## config.mk

```make
export PLATFORM = sky130hd
export DESIGN_NAME = cordic_atan_rom
export DESIGN_NICKNAME = d
export VERILOG_FILES = /design/src/rtl/cordic_pkg.sv /design/src/rtl/cordic_atan_rom.sv
export SDC_FILE = /design/constraint.sdc
export NUM_CORES = 1
export LEC_CHECK = 0
export BUFFER_PORTS_ARGS = -buffer_cell sky130_fd_sc_hd__buf_2
export CAP_MARGIN = 20
export CORE_MARGIN = 5
export CORE_UTILIZATION = 55
export DETAILED_ROUTE_END_ITERATION = 6
export PLACE_DENSITY = 0.83
export SLEW_MARGIN = 20
export SYNTH_ARGS = -nofsm -noshare
export SYNTH_HDL_FRONTEND = slang
export SYNTH_SLANG_ARGS = --single-unit
```

## constraint.sdc

```tcl
create_clock -name clk -period 0.8 [get_ports clk]
set_input_delay 0.12 -clock clk [delete_from_list [all_inputs] [get_ports clk]]
set_output_delay 0.12 -clock clk [all_outputs]
set_load 0.05 [all_outputs]
```

## src/rtl/cordic_pkg.sv

```systemverilog
// Shared constants for the iterative CORDIC datapath: angle format and the
// arctangent table atan(2^-i), i = 0..31, in unsigned Q2.30 radians.
package cordic_pkg;

    localparam int ADDR_W    = 5;
    localparam int DATA_W    = 32;
    localparam int FRAC_BITS = 30;
    localparam int DEPTH     = 1 << ADDR_W;

    typedef logic [DATA_W-1:0] angle_t;

    // floor(atan(2^-i) * 2^30). From i = 10 the cubic term of the series
    // drops below 1 LSB, so entries collapse to 2^(30-i) - 1. Entries 30 and
    // 31 truncate to zero.
    localparam angle_t ATAN_TABLE [0:DEPTH-1] = '{
        32'h3243F6A8, 32'h1DAC6705, 32'h0FADBAFC, 32'h07F56EA6,
        32'h03FEAB76, 32'h01FFD55B, 32'h00FFFAAA, 32'h007FFF55,
        32'h003FFFEA, 32'h001FFFFD, 32'h000FFFFF, 32'h0007FFFF,
        32'h0003FFFF, 32'h0001FFFF, 32'h0000FFFF, 32'h00007FFF,
        32'h00003FFF, 32'h00001FFF, 32'h00000FFF, 32'h000007FF,
        32'h000003FF, 32'h000001FF, 32'h000000FF, 32'h0000007F,
        32'h0000003F, 32'h0000001F, 32'h0000000F, 32'h00000007,
        32'h00000003, 32'h00000001, 32'h00000000, 32'h00000000
    };

endpackage

```

## src/rtl/cordic_atan_rom.sv

```systemverilog
// Registered arctangent lookup for the CORDIC iteration stage. The iteration
// counter is the address; the angle appears one clock later.
module cordic_atan_rom
    import cordic_pkg::*;
(
    input  logic              clk,
    input  logic              rst_n,
    input  logic [ADDR_W-1:0] address,
    output logic [DATA_W-1:0] data
);

    angle_t data_d;
    angle_t data_q;

    // Fully decoded constant table; every 5-bit address maps to an entry.
    always_comb begin
        data_d = ATAN_TABLE[address];
    end

    // Output register, cleared immediately while reset is asserted.
    always_ff @(posedge clk or negedge rst_n) begin
        if (!rst_n) begin
            data_q <= '0;
        end else begin
            data_q <= data_d;
        end
    end

    assign data = data_q;

endmodule

```

==> results.txt <==
The run finished, with violations left. The final reports fail on negative setup slack. For this run, the total global-route usage over all layers was measured as 25.1%. The floorplan has 18 rows. The number of routed nets with antenna violations came out at 0. The final count of pins violating max slew came out at 0.

The via count of the first global-routing pass is 1329. The number of distinct library cell variants in the gate-level netlist after synthesis is 35. The flop and latch count out of synthesis is 30. The critical path is of the reg2out type. The overall die area came out at 3750 um2. Among all flip-flop cells after synthesis, the most frequent one is dfrtp_1. Together, buffers and inverters on the worst path number 1. The number of warnings reported in the yosys synthesis log is 0. The number of flip-flops in the largest register is 30.

The net count of the finished layout came out at 216. The via total after detailed routing came out at 1424. The part of the total power dissipated in the clock network came out at 24.3%.

Subtracting the final worst setup slack from the clock period gives 1030 ps. The H-tree depth reported by CTS is 2. The repair_antennas step left the layout with diodes totalling 0. 39 I/O pins were placed. The placed instances occupy a cell area of 1890 um2. The count of flip-flops with a built-in enable after synthesis is 0. The fill cell total of the finished layout came out at 89. The total leakage power came out at 0.00103 uW. The final critical-path setup slack came out at -230 ps. Port buffering added 36 buffers.

The die is 61.2 um tall. The maximum net fanout on the critical path came out at 1. The clock tree root buffer cell is clkbuf_4. TritonCTS built the clock tree.

The initial detailed-routing violation count came out at 112. The final routed wire length divided by cell count came out at 19.9 um. Summed over all layers, the global routing overflow is 0. The placed wire-length estimate after detailed placement is 2.63 mm.

The count of TritonRoute iterations in the first routing pass came out at 5. Static timing analysis puts the maximum clock frequency at 971 MHz. After detailed routing, the number of vias per cell comes to 6.14.

The area occupied by registers came out at 751 um2. Combinational logic is responsible for 33.5% of the overall power. The switching power came out at 1420 uW. The critical path's largest stage delay came out at 410 ps. The final count of hold timing violations came out at 0.

Total power for the finished layout comes to 3960 uW. The number of instances in the synthesized netlist is 139. The layout-stage area growth over the synthesis result is 55.8%. The combined area of the multi-input logic cells came out at 706 um2.

The data arrival at the endpoint of the critical path is 910 ps. The number of buffers inserted during clock tree synthesis came out at 5. The path type of the worst min-delay path is in2reg.

The aggregate routed wire length is 4.61 mm. The effective utilization at floorplan came out at 57.8%. Setup repair after global routing could not meet its margin everywhere. The net switching share of the total power came out at 35.7%.

The share of layout cells above drive strength 1 is 50.0%. After synthesis the cells add up to 1440 um2. The top cell family by delay on the critical path is flip-flops. The horizontal die dimension is 61.2 um. The portion of the clock cycle consumed by the worst path in the final layout is 129%. The fraction of the yosys area taken by sequential cells is 52.0%. Setup violations remaining at the end of the flow were counted as 32. STA puts the critical path data required time at 680 ps.

For this design the ratio of total power to cell area is 1760 nW/um2. The slowest stage of the critical path is the dfrtp_1 cell. The number of maximum-capacitance constraint violations is 0.

Averaged over all synthesized cells, the footprint is 10.4 um2. The internal portion of the total power is 2550 uW. The fraction of registers with async set/reset came out at 100%. The sequential share of power came out at 42.2%. The DRC violations left came out at 0.

IR analysis of the VDD net gives a maximum drop of 0.00175 V. STA classifies the critical path startpoint as a register. The count of clock tree sinks came out at 30.

The signal on the critical path passes through buf_6. The placer's final routability congestion estimate is 0.949. Counting along the longest clock path gives a buffer depth of 2. Once layout is done, the placed cells without fillers occupy 2250 um2. The worst setup path is captured at a primary output. The first-pass GRT wire length is 6.56 mm.

The area of the core came out at 2500 um2. The number of antenna violations at the first check in global routing is 0. Entering global routing, the biggest net connects 31 pins. The clock-pin slew on the worst setup and hold paths came out at 100 ps.
## stage by stage
step / setup TNS, ps / util [%] / instances / setup slack [ps] / hold WS [ps]
after global placement: -7790 / 75.4 / 220 / -339 / 74.1
after CTS: -5700 / 87.7 / 231 / -209 / 141
after global routing: -6870 / 90.0 / 232 / -248 / 162
final: -5770 / 90.0 / 232 / -230 / 163
after floorplan: -1450 / - / 140 / -153 / -176
after detailed placement: -8870 / 75.4 / 220 / -391 / 79.1
## cells in the mapped netlist (3+ instances only)
cell type | number | area share, %
nand2b_1 | 4 | 1.7
a22oi_1 | 3 | 1.6
buf_4 | 4 | 2.1
o22a_1 | 3 | 1.8
o21ai_1 | 10 | 3.5
o22ai_1 | 4 | 1.7
buf_2 | 6 | 2.1
a2bb2oi_1 | 3 | 1.8
nand2_1 | 6 | 1.6
nor2_1 | 11 | 2.9
ha_1 | 8 | 6.9
a21oi_1 | 13 | 4.5
inv_1 | 6 | 1.6
dfrtp_1 | 30 | 52
## cell usage in the layout (no fill, tap or decap), types with 2 or more instances in the layout
cell | synthesis | final
nand2b_1 | 4 | 3
and2_1 | 2 | 2
ha_2 | 0 | 2
ha_4 | 0 | 3
a22oi_1 | 3 | 3
a211oi_2 | 1 | 2
clkbuf_4 | 0 | 5
conb_1 | 1 | 2
buf_4 | 4 | 26
a21oi_1 | 13 | 12
a22o_1 | 2 | 2
dfrtp_1 | 30 | 30
nand2_1 | 6 | 6
o21ai_1 | 10 | 8
a221oi_1 | 2 | 2
o22a_1 | 3 | 3
o21ai_2 | 0 | 3
buf_2 | 6 | 5
ha_1 | 8 | 3
nor2_2 | 1 | 3
buf_6 | 1 | 31
a2bb2oi_1 | 3 | 2
buf_12 | 0 | 3
o22ai_1 | 4 | 4
inv_2 | 2 | 5
nor2_1 | 11 | 9
## power by group through the flow
stage / combinational [uW] / sequential, uW / clock, uW
global route: 1380 / 1680 / 1020
floorplan: 365 / 2060 / 0
global placement: 1070 / 1670 / 0
detailed placement: 1090 / 1670 / 0
CTS: 1250 / 1670 / 941
finish: 1330 / 1670 / 963
## path summary, 6_finish.rpt
check | start | endpoint | cells after the start
setup / recovery | data[11] | data[11] | 1
hold / removal | address[2] | data[25] | 3
max in group asynchronous | rst_n | data[21] | 3
min in group asynchronous | rst_n | data[8] | 3
## routing by layer
metal | vias to the layer above | share of wire (%) | global-route usage, %
met3 | 30 | 8.5 | 6.50
li1 | 612 | - | -
met2 | 101 | 50 | 41.4
met5 | - | 0 | 0
met4 | 0 | 4.8 | 13.3
met1 | 681 | 37 | 29.9
## cell families (layout without fill, tap and decap cells)
kind of cell / count (synthesis) / count (layout) / share of synthesized area, %
adder cells (fa/ha/maj): 8 / 8 / 6.93
flip-flops: 30 / 30 / 52.0
multiplexers: 1 / 1 / 0.780
buffers and inverters: 21 / 83 / 7.54
AND/OR/NAND/NOR: 29 / 29 / 9.79
AO/OA/AOI/OAI: 49 / 49 / 22.7
other: 1 / 2 / 0.260
## repair_timing
| action | in CTS | in global routing |
|---|---|---|
| endpoints found under the setup margin | 36 | 38 |
| pin swaps | 6 | 3 |
| endpoints found under the hold margin | 30 | 0 |
| buffers inserted | 2 | 1 |
| hold buffers | 1 | 0 |
| resized for setup | 66 | 10 |
## area by class of cell
type / count / area share, %
Clock buffer: 7 / 2.45
Clock inverter: 1 / 0.222
Sequential cell: 30 / 33.4
Inverter: 8 / 1.84
Tap cell: 30 / 1.67
Multi-Input combinational cell: 89 / 31.4
Timing Repair Buffer: 67 / 29.1
Note: power is estimated with default switching activity, not from simulation.
